[src/rtl/riscy_pkg.sv]
// Shared riscy load/store definitions: access size encodings, LSU FSM states and
// small lane helpers used by the LSU and its alignment sub-module.
package riscy_pkg;

   typedef enum logic [1:0] {
      SIZE_BYTE = 2'b00,
      SIZE_HALF = 2'b01,
      SIZE_WORD = 2'b10
   } size_e;

   typedef enum logic [1:0] {
      ST_IDLE = 2'b00,
      ST_BUS  = 2'b01,
      ST_RESP = 2'b10
   } lsu_state_e;

   // The reserved encoding 2'b11 behaves exactly like a word access.
   function automatic size_e norm_size(input logic [1:0] raw);
      size_e s;
      case (raw)
         2'b00:   s = SIZE_BYTE;
         2'b01:   s = SIZE_HALF;
         default: s = SIZE_WORD;
      endcase
      return s;
   endfunction

   function automatic logic is_misaligned(input size_e size, input logic [1:0] offset);
      logic m;
      case (size)
         SIZE_BYTE: m = 1'b0;
         SIZE_HALF: m = offset[0];
         default:   m = |offset;
      endcase
      return m;
   endfunction

   // Clears the low offset bits a naturally aligned access of this size cannot have.
   function automatic logic [1:0] align_offset(input size_e size, input logic [1:0] offset);
      logic [1:0] o;
      case (size)
         SIZE_BYTE: o = offset;
         SIZE_HALF: o = {offset[1], 1'b0};
         default:   o = 2'b00;
      endcase
      return o;
   endfunction

   function automatic logic [3:0] lane_mask(input size_e size, input logic [1:0] offset);
      logic [3:0] m;
      case (size)
         SIZE_BYTE: m = 4'b0001 << offset;
         SIZE_HALF: m = offset[1] ? 4'b1100 : 4'b0011;
         default:   m = 4'b1111;
      endcase
      return m;
   endfunction

endpackage

[src/rtl/lsu_if.sv]
// Core request/response and memory bus signals of the LSU, bundled with the
// LSU-side (slave) and environment-side (master) views.
interface lsu_if #(
   parameter int MEM_AW = 14
);
   logic              req_valid;
   logic              req_ready;
   logic              req_we;
   logic [1:0]        req_size;
   logic              req_unsigned;
   logic [31:0]       req_addr;
   logic [31:0]       req_wdata;
   logic              rsp_valid;
   logic [31:0]       rsp_rdata;
   logic              rsp_misalign;
   logic              mem_req;
   logic              mem_we;
   logic [MEM_AW-1:0] mem_addr;
   logic [3:0]        mem_wmask;
   logic [31:0]       mem_wdata;
   logic              mem_ack;
   logic [31:0]       mem_rdata;

   modport slave (
      input  req_valid, req_we, req_size, req_unsigned, req_addr, req_wdata,
      input  mem_ack, mem_rdata,
      output req_ready, rsp_valid, rsp_rdata, rsp_misalign,
      output mem_req, mem_we, mem_addr, mem_wmask, mem_wdata
   );

   modport master (
      output req_valid, req_we, req_size, req_unsigned, req_addr, req_wdata,
      output mem_ack, mem_rdata,
      input  req_ready, rsp_valid, rsp_rdata, rsp_misalign,
      input  mem_req, mem_we, mem_addr, mem_wmask, mem_wdata
   );
endinterface

[src/rtl/lsu_align.sv]
// Combinational load-lane select and sign/zero extension of a captured memory word.
module lsu_align
   import riscy_pkg::*;
(
   input  logic [31:0] word_i,
   input  logic [1:0]  offset_i,
   input  size_e       size_i,
   input  logic        unsigned_i,
   output logic [31:0] data_o
);

   logic [7:0]  byte_sel;
   logic [15:0] half_sel;

   always_comb begin
      byte_sel = word_i[7:0];
      case (offset_i)
         2'b00:   byte_sel = word_i[7:0];
         2'b01:   byte_sel = word_i[15:8];
         2'b10:   byte_sel = word_i[23:16];
         default: byte_sel = word_i[31:24];
      endcase
      half_sel = offset_i[1] ? word_i[31:16] : word_i[15:0];
   end

   always_comb begin
      data_o = word_i;
      case (size_i)
         SIZE_BYTE: data_o = {{24{~unsigned_i & byte_sel[7]}}, byte_sel};
         SIZE_HALF: data_o = {{16{~unsigned_i & half_sel[15]}}, half_sel};
         default:   data_o = word_i;
      endcase
   end

endmodule

[src/rtl/lsu.sv]
// Load/store unit: one outstanding core access mapped onto a word-wide memory bus.
// Build option RISCY_MISALIGN_TRAP_EN reports misaligned half/word accesses instead of force-aligning them.
module lsu
   import riscy_pkg::*;
#(
   parameter int MEM_AW = 14
) (
   input  logic clk,
   input  logic reset,
   lsu_if.slave bus
);

   lsu_state_e        state_q, state_d;
   logic              we_q, we_d;
   size_e             size_q, size_d;
   logic              uns_q, uns_d;
   logic [MEM_AW-1:0] addr_q, addr_d;
   logic [31:0]       wdata_q, wdata_d;
   logic [31:0]       rdata_q, rdata_d;
   logic              mis_q, mis_d;

   size_e             req_size_n;
   logic [1:0]        req_off_n;
   logic              misalign_req;
   logic [31:0]       load_data;
   logic [31:0]       lane_wdata;
   logic              in_bus;
   logic              in_resp;
   logic              store_bus;
   logic [31:0]       unused_req_addr;

   assign req_size_n      = norm_size(bus.req_size);
   assign req_off_n       = align_offset(req_size_n, bus.req_addr[1:0]);
   assign unused_req_addr = bus.req_addr;

`ifdef RISCY_MISALIGN_TRAP_EN
   assign misalign_req = is_misaligned(req_size_n, bus.req_addr[1:0]);
`else
   assign misalign_req = 1'b0;
`endif

   always_ff @(posedge clk) begin
      if (reset) begin
         state_q <= ST_IDLE;
         we_q    <= 1'b0;
         size_q  <= SIZE_BYTE;
         uns_q   <= 1'b0;
         addr_q  <= '0;
         wdata_q <= 32'h0;
         rdata_q <= 32'h0;
         mis_q   <= 1'b0;
      end else begin
         state_q <= state_d;
         we_q    <= we_d;
         size_q  <= size_d;
         uns_q   <= uns_d;
         addr_q  <= addr_d;
         wdata_q <= wdata_d;
         rdata_q <= rdata_d;
         mis_q   <= mis_d;
      end
   end

   // The access is latched whole at acceptance so the core may change its inputs freely afterwards.
   always_comb begin
      state_d = state_q;
      we_d    = we_q;
      size_d  = size_q;
      uns_d   = uns_q;
      addr_d  = addr_q;
      wdata_d = wdata_q;
      rdata_d = rdata_q;
      mis_d   = mis_q;
      case (state_q)
         ST_IDLE: begin
            if (bus.req_valid) begin
               we_d    = bus.req_we;
               size_d  = req_size_n;
               uns_d   = bus.req_unsigned;
               addr_d  = {bus.req_addr[MEM_AW-1:2], req_off_n};
               wdata_d = bus.req_wdata;
               mis_d   = misalign_req;
               state_d = misalign_req ? ST_RESP : ST_BUS;
            end
         end
         ST_BUS: begin
            if (bus.mem_ack) begin
               rdata_d = bus.mem_rdata;
               state_d = ST_RESP;
            end
         end
         ST_RESP: state_d = ST_IDLE;
         default: state_d = ST_IDLE;
      endcase
   end

   for (genvar gi = 0; gi < 4; gi++) begin : g_lane
      assign lane_wdata[8*gi +: 8] = (size_q == SIZE_BYTE) ? wdata_q[7:0] :
                                     (size_q == SIZE_HALF) ? wdata_q[8*(gi%2) +: 8] :
                                                             wdata_q[8*gi +: 8];
   end

   lsu_align u_align (
      .word_i     (rdata_q),
      .offset_i   (addr_q[1:0]),
      .size_i     (size_q),
      .unsigned_i (uns_q),
      .data_o     (load_data)
   );

   assign in_bus    = (state_q == ST_BUS);
   assign in_resp   = (state_q == ST_RESP);
   assign store_bus = in_bus & we_q;

   // Bus outputs come only from registered state, so they cannot move during BUS.
   assign bus.req_ready = (state_q == ST_IDLE);
   assign bus.rsp_valid = in_resp;
   assign bus.rsp_rdata = (in_resp && !we_q && !mis_q) ? load_data : 32'h0;
   assign bus.mem_req   = in_bus;
   assign bus.mem_we    = store_bus;
   assign bus.mem_addr  = in_bus ? {addr_q[MEM_AW-1:2], 2'b00} : '0;
   assign bus.mem_wmask = store_bus ? lane_mask(size_q, addr_q[1:0]) : 4'b0000;
   assign bus.mem_wdata = store_bus ? lane_wdata : 32'h0;

`ifdef RISCY_MISALIGN_TRAP_EN
   assign bus.rsp_misalign = in_resp & mis_q;
`else
   assign bus.rsp_misalign = 1'b0;
`endif

endmodule

[src/flat_wrapper.sv]
// flat-port wrapper written by rule: the top's interface ports become plain ports
module lsu_flat import riscy_pkg::*;
#(
   parameter int MEM_AW = 14
)
  (clk, reset, bus_req_valid, bus_req_we, bus_req_size, bus_req_unsigned, bus_req_addr, bus_req_wdata, bus_mem_ack, bus_mem_rdata, bus_req_ready, bus_rsp_valid, bus_rsp_rdata, bus_rsp_misalign, bus_mem_req, bus_mem_we, bus_mem_addr, bus_mem_wmask, bus_mem_wdata);
  lsu_if #(.MEM_AW(MEM_AW)) bus_i ();
  input  logic clk;
  input  logic reset;
  input wire logic [$bits(bus_i.req_valid)-1:0] bus_req_valid;
  input wire logic [$bits(bus_i.req_we)-1:0] bus_req_we;
  input wire logic [$bits(bus_i.req_size)-1:0] bus_req_size;
  input wire logic [$bits(bus_i.req_unsigned)-1:0] bus_req_unsigned;
  input wire logic [$bits(bus_i.req_addr)-1:0] bus_req_addr;
  input wire logic [$bits(bus_i.req_wdata)-1:0] bus_req_wdata;
  input wire logic [$bits(bus_i.mem_ack)-1:0] bus_mem_ack;
  input wire logic [$bits(bus_i.mem_rdata)-1:0] bus_mem_rdata;
  output wire logic [$bits(bus_i.req_ready)-1:0] bus_req_ready;
  output wire logic [$bits(bus_i.rsp_valid)-1:0] bus_rsp_valid;
  output wire logic [$bits(bus_i.rsp_rdata)-1:0] bus_rsp_rdata;
  output wire logic [$bits(bus_i.rsp_misalign)-1:0] bus_rsp_misalign;
  output wire logic [$bits(bus_i.mem_req)-1:0] bus_mem_req;
  output wire logic [$bits(bus_i.mem_we)-1:0] bus_mem_we;
  output wire logic [$bits(bus_i.mem_addr)-1:0] bus_mem_addr;
  output wire logic [$bits(bus_i.mem_wmask)-1:0] bus_mem_wmask;
  output wire logic [$bits(bus_i.mem_wdata)-1:0] bus_mem_wdata;
  assign bus_i.req_valid = bus_req_valid;
  assign bus_i.req_we = bus_req_we;
  assign bus_i.req_size = bus_req_size;
  assign bus_i.req_unsigned = bus_req_unsigned;
  assign bus_i.req_addr = bus_req_addr;
  assign bus_i.req_wdata = bus_req_wdata;
  assign bus_i.mem_ack = bus_mem_ack;
  assign bus_i.mem_rdata = bus_mem_rdata;
  assign bus_req_ready = bus_i.req_ready;
  assign bus_rsp_valid = bus_i.rsp_valid;
  assign bus_rsp_rdata = bus_i.rsp_rdata;
  assign bus_rsp_misalign = bus_i.rsp_misalign;
  assign bus_mem_req = bus_i.mem_req;
  assign bus_mem_we = bus_i.mem_we;
  assign bus_mem_addr = bus_i.mem_addr;
  assign bus_mem_wmask = bus_i.mem_wmask;
  assign bus_mem_wdata = bus_i.mem_wdata;
  lsu #(.MEM_AW(MEM_AW)) u_core (.clk(clk), .reset(reset), .bus(bus_i));
endmodule
[config.mk]
export PLATFORM = sky130hd
export DESIGN_NAME = lsu_flat
export DESIGN_NICKNAME = d
export VERILOG_FILES = /design/src/rtl/riscy_pkg.sv /design/src/rtl/lsu_if.sv /design/src/rtl/lsu_align.sv /design/src/rtl/lsu.sv /design/src/flat_wrapper.sv
export SDC_FILE = /design/constraint.sdc
export NUM_CORES = 1
export LEC_CHECK = 0
export ABC_AREA = 1
export CAP_MARGIN = 25
export CORE_MARGIN = 2
export CORE_UTILIZATION = 30
export DETAILED_ROUTE_END_ITERATION = 6
export GPL_ROUTABILITY_DRIVEN = 0
export GPL_TIMING_DRIVEN = 0
export HOLD_SLACK_MARGIN = 0.03
export SKIP_CTS_REPAIR_TIMING = 1
export SYNTH_ARGS = -nofsm -noshare
export SYNTH_HDL_FRONTEND = slang
export SYNTH_SLANG_ARGS = --single-unit
[constraint.sdc]
create_clock -name clk -period 1.7 [get_ports clk]
set_input_delay 0.425 -clock clk [delete_from_list [all_inputs] [get_ports clk]]
set_output_delay 0.425 -clock clk [all_outputs]
set_load 0.02 [all_outputs]
==> metrics.md, run 1 <==
| Metric | Value |
|---|---|
| Status | `finished with violations` |
| Failing checks | `negative setup slack` |
| Post-Route WL | `~17 mm` |
| P_sw | `about 0.0016 W` |
| Peak supply drop | `0.000362 V` |
| Most frequent cells in the layout | `nand2_1, nor2_1, clkdlybuf4s50_1` |
| ANT cells | `0` |
| Final slew viol count | `0` |
| Die area | `between 0.015 and 0.02 mm2` |
| Later-pin clock latency in the skew report | `340 ps` |
| Min-delay worst type | `register to register` |
| Critical Path Fanout Max | `8` |
| Routed length per instance | `roughly 16 um` |
| Cell variety after synth | `31` |
| CP peak stage delay | `310 ps` |
| Top Ports | `between 150 and 200` |
| Reg-to-Reg Start | `u_core.state_q[0]` |
| MaxCap Viol Count | `0` |
| CP max stage cell | `dfxtp_1` |
| Sequential area share after synthesis | `0.388` |
| Reg2Reg Setup Slack | `roughly 100 ps` |
| CTS tree | `built` |
| Number of H-tree levels | `3` |
| CP Buf/Inv Count | `4` |
| Post-DRT Antenna Nets | `0` |
| Die Wd | `124 um` |
| Final nets | `approximately 990` |
| Combinational share of power | `0.232` |
| Placement Setup Slack | `-837 ps` |
| Crit path max-delay family | `simple AND/OR/NAND/NOR gates` |
| Setup CP Type | `register to output pin` |
| Pwr dens | `around 710 mW/mm2` |
| Startpoint types | `register` |
| Period utilisation layout | `1.32` |
| Max Freq | `0.444 GHz` |
| CTS buffer count | `9` |
| Unrepaired setup endpoints after global routing | `yes` |
| Die Height | `between 100 and 150 um` |
| Initial DRC Count | `around 340` |
| Vias per cell | `roughly 4.8` |
| Cells after Synth | `roughly 660` |
| Total grt overflow | `0` |
| Largest net degree at the start of global routing | `13` |
| HP Start | `u_core.rdata_q[2]` |
| Cell breakdown of the critical path | `buf_6 > nor2_8 > inv_8 > nor2_4 > nand3_4 > nand3_4 > nand2_8 > clkbuf_16 > nor2_4 > buf_6` |
| Final period demand of the worst path | `around 2300 ps` |
| Area of the mapped netlist | `0.00434 mm2` |
| Pre-antenna DRT Iters | `5` |
| Register bit count reported by yosys | `84` |
| # rows | `43` |
| Worst hold stages | `2` |
| Final setup violation count | `a little over 80` |
| GRT Total Usage | `0.196` |
| Final hold vios | `0` |
| Vias in the first global route | `approximately 4500` |
| Yosys warns | `0` |
| Final cell count without fillers | `between 1000 and 1500` |
| Worst Skew | `around 5.6 ps` |
| Worst setup margin | `-551 ps` |
| DRC | `0` |
| Overall Power | `0.00547 W` |
| Most common cell after layout, fill and taps aside | `nand2_1` |
| Max clock buf depth | `2` |
| Area growth, synth to finish | `78.4%` |
| Hpwl dp | `11.8 mm` |
| Hold Worst Slack | `467 ps` |
| Core Footprint | `0.0140 mm2` |
| Crit Reg-Reg Endpoint | `u_core.rdata_q[10]` |
| Worst slew pin tran | `roughly 560 ps` |
| Critical path arrival | `~1800 ps` |
| Sw Share | `0.291` |
| First-pass GRT wire length | `around 24 mm` |
| Clock share of power | `0.365` |
| Critical Path RT | `1270 ps` |
| Vias | `5084` |
| Starting Density | `0.310` |
| Port Buf Inserts | `168` |
| Lkg Pwr | `~3.3 nW` |
| Sink Count | `84` |
| Internal Power | `0.00388 W` |
| Setup crit end kind | `output pin` |
| Clock Pin Slew Worst Setup and Hold Paths | `approximately 60 ps` |
| Placed insts | `1013` |
| Initial antenna violation count | `0` |
| Synth Area per Inst | `6.54 um2` |
| Flop pwr share | `0.403` |
| Root Driver | `clkbuf_16` |
| Max transition margin | `0.629` |
| WHS Endpoint | `u_core.rdata_q[2]` |
| Share of layout cells above drive strength 1 | `0.301` |
| R2R depth | `7` |
==> stage by stage <==
| step | instance area (um2) | TNS (ps) | utilization |
|---|---|---|---|
| 2_1_floorplan | 4480 | -1150 | - |
| 3_3_place_gp | 6380 | -65140 | 0.456 |
| 3_5_place_dp | 6380 | -65680 | 0.456 |
| 4_1_cts | 6680 | -86230 | 0.477 |
| 5_1_grt | 7740 | -36910 | 0.553 |
| 6_report | 7740 | -30730 | 0.553 |
==> worst reg2reg max path, delay by kind of cell, from the launching register on <==
kind | cells | cell delay [ps]
flops | 1 | 380
buf+inv | 3 | 460
simple gates | 2 | 300
compound gates | 2 | 320
==> Yosys cell counts (all sizes together) <==
cell    instances  share of area
nor2          140           0.15
a22oi           2         0.0035
clkinv          2         0.0017
o21ai          66          0.076
o22ai           6         0.0087
a211oi          2         0.0035
a31oi           7          0.010
buf            14          0.023
a21oi          73          0.084
clkbuf         30          0.026
nand3          43          0.054
o21a            1         0.0017
inv            70          0.061
dfxtp          84           0.39
nand2         120           0.11
conb            1        0.00086
o211ai          2         0.0035
==> state kept, by name (all words and copies together), names as in the netlist <==
| register | count |
|---|---|
| u_core.uns_q | 1 |
| u_core.size_q | 2 |
| u_core.we_q | 1 |
| u_core.addr_q | 14 |
| u_core.wdata_q | 32 |
| u_core.rdata_q | 32 |
| u_core.state_q | 2 |
==> power groups by stage <==
stage	logic, W	registers [W]	clock network, W
3_3_place_gp	0.000980	0.00224	0
5_1_grt	0.00138	0.00222	0.00210
3_5_place_dp	0.000980	0.00224	0
6_report	0.00127	0.00220	0.00200
2_1_floorplan	0.000564	0.00222	0
4_1_cts	0.000984	0.00220	0.00203
==> metal layers <==
| metal | global-route usage | part of all wire | up-vias |
|---|---|---|---|
| li1 | - | - | 2562 |
| met1 | 0.261 | 0.43 | 2335 |
| met2 | 0.314 | 0.48 | 169 |
| met3 | 0.0442 | 0.068 | 18 |
| met4 | 0.0641 | 0.018 | 0 |
| met5 | 0 | 0 | - |
==> worst max path at each step <==
stage,from,to,depth (start not counted)
final,u_core.size_q[1],bus_rsp_rdata[23],10
after global routing,u_core.addr_q[1],bus_rsp_rdata[25],11
after CTS,u_core.size_q[1],bus_rsp_rdata[21],10
after detailed placement,u_core.size_q[1],bus_rsp_rdata[21],10
after global placement,u_core.size_q[1],bus_rsp_rdata[21],10
after floorplan,u_core.size_q[1],bus_rsp_rdata[21],9
==> logic make-up (layout without fill, tap and decap cells) <==
kind of cell,after synthesis,in the layout,share of synthesized area
AOI/OAI and AO/OA,159,159,0.191
buffers and inverters,116,340,0.112
DFF,84,84,0.388
other,1,3,0.000864
and+or+nand+nor,303,304,0.308
==> layout make-up <==
cell class / instances / area, um2
buffer: 43 / 309
clock buffer: 12 / 256
clock inverter: 2 / 35.0
fill: 1371 / 6250
inverter: 72 / 299
multi-input combinational: 466 / 2730
sequential: 84 / 1690
tap: 180 / 225
timing repair buffer: 211 / 2200
(Power assumes the default switching activity.)
==> inputs of run 2 (changes only) <==
CORE_ASPECT_RATIO = 0.75   (was default)
SYNTH_HIERARCHICAL = 1   (was default)
clock period = 2.56 ns   (was 1.7 ns; I/O delays follow)
==> metrics.md, run 2 <==
| Metric | Value |
|---|---|
| Max transition margin | `0.553` |
| Period utilisation layout | `0.977` |
| Final slew viol count | `0` |
| Top Registers | `u_core/rdata_q (32), u_core/wdata_q (32), u_core/addr_q (14)` |
| Clock Pin Slew Worst Setup and Hold Paths | `approximately 70 ps` |
| Startpoint types | `register` |
| Combinational share of power | `0.228` |
| Critical Path End | `bus_rsp_rdata[31]` |
| Most common cell after layout, fill and taps aside | `nor2_1` |
| Number of H-tree levels | `3` |
| Largest net degree at the start of global routing | `15` |
| Total grt overflow | `0` |
| Register bit count reported by yosys | `84` |
| Critical Path RT | `1920 ps` |
| Max Freq | `0.400 GHz` |
| Setup CP Type | `register to output pin` |
| Setup TNS | `0 ps` |
| Reg-to-Reg Start | `u_core/state_q[0]` |
| Post-Route WL | `17.4 mm` |
| Die Height | `approximately 120 um` |
| Count leader, synth | `nor2_1` |
| CTS tree | `built` |
| Critical path arrival | `between 1500 and 2000 ps` |
| MaxCap Viol Count | `0` |
| Hpwl dp | `approximately 13 mm` |
| Peak supply drop | `about 0.00031 V` |
| Root Driver | `clkbuf_16` |
| Initial antenna violation count | `0` |
| Max clock buf depth | `2` |
| Clock share of power | `0.362` |
| Overall Power | `approximately 0.0037 W` |
| Die Wd | `around 150 um` |
| Reg2Reg Setup Slack | `between 1000 and 1500 ps` |
| Worst hold stages | `2` |
| Final nets | `between 1000 and 1500` |
| Port Buf Inserts | `approximately 170` |
| Later-pin clock latency in the skew report | `330 ps` |
| Area growth, synth to finish | `51.3%` |
| Worst slew pin tran | `between 600 and 700 ps` |
| Cells after Synth | `approximately 820` |
| Ys flop type | `dfxtp_1` |
| Worst setup margin | `a little under 60 ps` |
| Share of the synthesized area in the top cell type | `0.341` |
| Hold Worst Slack | `slightly below 500 ps` |
| Vias | `approximately 5500` |
| Worst setup path start | `u_core/addr_q[1]` |
| Critical Path Fanout Max | `10` |
| CTS buffer count | `9` |
| Sw Share | `0.303` |
| Vias in the first global route | `5020` |
| Fill count | `1690` |
| Share of layout cells above drive strength 1 | `0.155` |
| Final setup violation count | `0` |
| Core Footprint | `0.0161 mm2` |
| Lkg Pwr | `~4.3 nW` |
| R2R depth | `6` |
| Flop pwr share | `0.409` |
| Internal Power | `approximately 0.0026 W` |
| Pwr dens | `slightly below 500 mW/mm2` |
| DRC | `0` |
| Worst Skew | `between 7 and 8 ps` |
| Yosys top cell by area | `dfxtp_1` |
| Yosys warns | `6` |
| Routed length per instance | `between 10 and 15 um` |
| Status | `finished, final reports clean` |
| Setup crit end kind | `output pin` |
| Cell variety after synth | `28` |
| HP Start | `u_core/uns_q` |
| Top Ports | `roughly 190` |
| Pre-antenna DRT Iters | `4` |
| Post-DRT Antenna Nets | `0` |
| Commonest cells post-synth | `nor2_1, nand2_1, inv_1` |
| Synth Area per Inst | `roughly 6.0 um2` |
| Area occupied by multi-input gates | `about 0.0026 mm2` |
| Crit Reg-Reg Endpoint | `u_core/wdata_q[0]` |
| Unrepaired setup endpoints after global routing | `yes` |
| Ys async rst share | `0` |
| First-pass GRT wire length | `about 27 mm` |
| Vias per cell | `between 4 and 5` |
| Starting Density | `0.307` |
| Fin util | `0.464` |
| Sequential area share after synthesis | `0.341` |
| Initial DRC Count | `approximately 380` |
| Sink Count | `between 80 and 90` |
| Synth top area cells | `dfxtp_1, nor2_1, nand2_1` |
| Most frequent cells in the layout | `nor2_1, nand2_1, inv_1` |
| Post-synth EDFFs | `0` |
| GRT Total Usage | `0.193` |
| Area of the mapped netlist | `slightly below 0.005 mm2` |
| P_sw | `about 0.0011 W` |
| Final hold vios | `0` |
| ANT cells | `0` |
| # rows | `40` |
| Placement Setup Slack | `-221 ps` |
| Register area | `0.00169 mm2` |
| Final period demand of the worst path | `between 2000 and 3000 ps` |
| Min-delay worst type | `register to register` |
| Die area | `about 0.017 mm2` |
==> run 2: worst max-delay path: stages (launching register included) <==
cell and delay [ps]:
dfxtp_4 370, buf_8 140, nor2_4 70, nand2_2 60, nand3_4 80, nand3_4 110, buf_12 160, buf_12 140
nand3_2 50, inv_1 50, nor2_2 140, buf_4 160
==> run 2: cell type report <==
cell class | count | share of cell area
multi-input cells | 573 | 0.351
repair buffers | 179 | 0.244
flip-flops and latches | 84 | 0.227
inverters | 119 | 0.0605
plain buffers | 50 | 0.0424
well taps | 210 | 0.0352
clock buffers | 10 | 0.0320
clock inverters | 5 | 0.00805
==> run 2: worst min-delay path by stage <==
stage,endpoint
5_1_grt,u_core/wdata_q[28]
4_1_cts,u_core/wdata_q[19]
2_1_floorplan,u_core/wdata_q[22]
3_5_place_dp,u_core/addr_q[10]
3_3_place_gp,u_core/addr_q[8]
6_report,u_core/uns_q
==> run 2: cell families after synthesis <==
logic type / share of synthesized area
AOI/OAI and AO/OA: 0.0974
other: 0.000760
and+or+nand+nor: 0.411
buffers and inverters: 0.150
DFF: 0.341
==> run 2: metrics by stage <==
step | cells | cell area (um2)
2_1_floorplan | 825 | 4940
3_3_place_gp | 1204 | 6890
3_5_place_dp | 1204 | 6890
4_1_cts | 1219 | 7190
5_1_grt | 1230 | 7460
6_report | 1230 | 7460
==> run 2: routing by layer <==
metal / vias to the layer above / part of all wire / track usage
met5: - / 0 / 0
met4: 0 / 0.0041 / 0.0287
li1: 2853 / - / -
met3: 4 / 0.071 / 0.0449
met2: 167 / 0.39 / 0.270
met1: 2471 / 0.53 / 0.302
==> run 2: power groups by stage <==
stage	clock (W)	sequential [W]	combinational [W]
after floorplan	0	0.00150	0.000487
final	0.00133	0.00150	0.000838
after CTS	0.00136	0.00150	0.000788
after global routing	0.00142	0.00152	0.000936
after detailed placement	0	0.00153	0.000784
after global placement	0	0.00152	0.000780
==> inputs of run 3 (changes only) <==
PLACE_DENSITY = 0.64   (was default)
==> metrics.md, run 3 (synthesized netlist as in run 2, its figures left out) <==
| Metric | Value |
|---|---|
| Vias in the first global route | `around 5000` |
| Starting Density | `0.307` |
| Initial DRC Count | `approximately 370` |
| Crit Reg-Reg Endpoint | `u_core/wdata_q[1]` |
| Hold Worst Slack | `~480 ps` |
| Vias per cell | `~4.4` |
| DRC | `0` |
| Setup crit end kind | `output pin` |
| Worst slew pin tran | `roughly 670 ps` |
| CP max stage cell | `dfxtp_4` |
| Number of H-tree levels | `3` |
| Critical Path RT | `1920 ps` |
| Max transition margin | `0.556` |
| Peak supply drop | `approximately 0.00027 V` |
| Period utilisation layout | `0.969` |
| Top Ports | `191` |
| Reg-to-Reg Start | `u_core/state_q[0]` |
| Final period demand of the worst path | `~2500 ps` |
| Final hold vios | `0` |
| CTS buffer count | `9` |
| Top Registers | `u_core/rdata_q (32), u_core/wdata_q (32), u_core/addr_q (14)` |
| Reg2Reg Setup Slack | `approximately 1100 ps` |
| Max Freq | `0.403 GHz` |
| Die Height | `approximately 120 um` |
| Die area | `approximately 0.017 mm2` |
| Overall Power | `about 0.0038 W` |
| Die Wd | `152 um` |
| Hpwl dp | `between 10 and 15 mm` |
| Vias | `between 5000 and 6000` |
| Area occupied by multi-input gates | `~0.0026 mm2` |
| Fin util | `0.457` |
| GRT Total Usage | `0.192` |
| Final setup violation count | `0` |
| # rows | `40` |
| Root Driver | `clkbuf_16` |
| Final nets | `1118` |
| MaxCap Viol Count | `0` |
| Max clock buf depth | `2` |
| Cell breakdown of the critical path | `buf_8 > nor2_1 > nand2_1 > nand3_2 > nand3_4 > buf_6 > buf_12 > nand3_2 > inv_2 > nor2_2 > buf_6` |
| Status | `finished, final reports clean` |
| Share of layout cells above drive strength 1 | `0.150` |
| Critical Path Fanout Max | `10` |
| Core Footprint | `~0.016 mm2` |
| First-pass GRT wire length | `26.6 mm` |
| CTS tree | `built` |
| Initial antenna violation count | `0` |
| Clock Pin Slew Worst Setup and Hold Paths | `about 60 ps` |
| Largest net degree at the start of global routing | `14` |
| Most common cell after layout, fill and taps aside | `nor2_1` |
| R2R depth | `6` |
| Critical path arrival | `approximately 1800 ps` |
| Later-pin clock latency in the skew report | `roughly 330 ps` |
| Min-delay worst type | `register to register` |
| CP peak stage delay | `about 360 ps` |
| Worst setup path start | `u_core/addr_q[1]` |
| Total grt overflow | `0` |
| Register area | `~0.0017 mm2` |
| Worst Skew | `between 8 and 9 ps` |
| Most frequent cells in the layout | `nor2_1, nand2_1, inv_1` |
| Post-Route WL | `~17 mm` |
| Sink Count | `84` |
| Setup CP Type | `register to output pin` |
| Fill count | `1740` |
| Post-DRT Antenna Nets | `0` |
| Pre-antenna DRT Iters | `5` |
| Lkg Pwr | `~4.1 nW` |
| Critical Path End | `bus_rsp_rdata[31]` |
| Pwr dens | `520 mW/mm2` |
| Startpoint types | `register` |
| Final slew viol count | `0` |
| Area growth, synth to finish | `48.8%` |
| Routed length per instance | `around 14 um` |
| Port Buf Inserts | `approximately 170` |
-- run 3: changes by cell type in the layout (fill, tap and decap cells not counted), moves of 3 or more --
| cell | change |
|---|---|
| clkbuf_2 | +9 |
| buf_4 | +3 |
| nor2_1 | +6 |
| nor2_2 | -5 |
| clkbuf_4 | -3 |
| nand2_1 | +3 |
| dlymetal6s2s_1 | -9 |
-- run 3: how the worst min path moves through the flow --
stage	start	to	slack [ps]	cells after the start
5_1_grt	u_core/addr_q[4]	u_core/addr_q[4]	510	2
6_report	u_core/addr_q[12]	u_core/addr_q[12]	480	2
3_5_place_dp	u_core/addr_q[12]	u_core/addr_q[12]	470	2
3_3_place_gp	u_core/addr_q[7]	u_core/addr_q[7]	460	2
4_1_cts	u_core/addr_q[12]	u_core/addr_q[12]	490	2
2_1_floorplan	u_core/wdata_q[22]	u_core/wdata_q[22]	450	2
-- run 3: power breakdown --
group	leakage (nW)	internal [W]	switching, W
sequential	0.695	0.00141	0.0000894
clock	0.165	0.000972	0.000531
combinational	3.29	0.000354	0.000460
-- run 3: metal layers --
metal,global-route usage,part of all wire
met1,0.296,0.53
met2,0.271,0.40
met3,0.0464,0.067
met4,0.0355,0.0068
met5,0,0
-- run 3: per-stage QoR --
step	area (um2)	setup WS (ps)	setup TNS, ps	std cells
after floorplan	4940	481	0	825
after global placement	6890	-247	-4290	1204
after detailed placement	6890	-275	-4790	1204
after CTS	7230	-641	-29220	1218
after global routing	7340	-1.96	-1.96	1227
final	7340	78.5	0	1228
-- run 3: cell type report --
type,instances,area share
multi-input combinational,572,0.348
timing repair buffer,178,0.235
sequential,84,0.231
inverter,119,0.0616
buffer,50,0.0425
tap,210,0.0358
clock buffer,10,0.0326
clock inverter,4,0.0135
antenna,1,0.000341
-- run 3: critical path, delay by kind of cell, from the launching register on --
kind                   cells  cell delay (ps)
DFF                        1              360
and+or+nand+nor            6              550
buffers and inverters      5              600
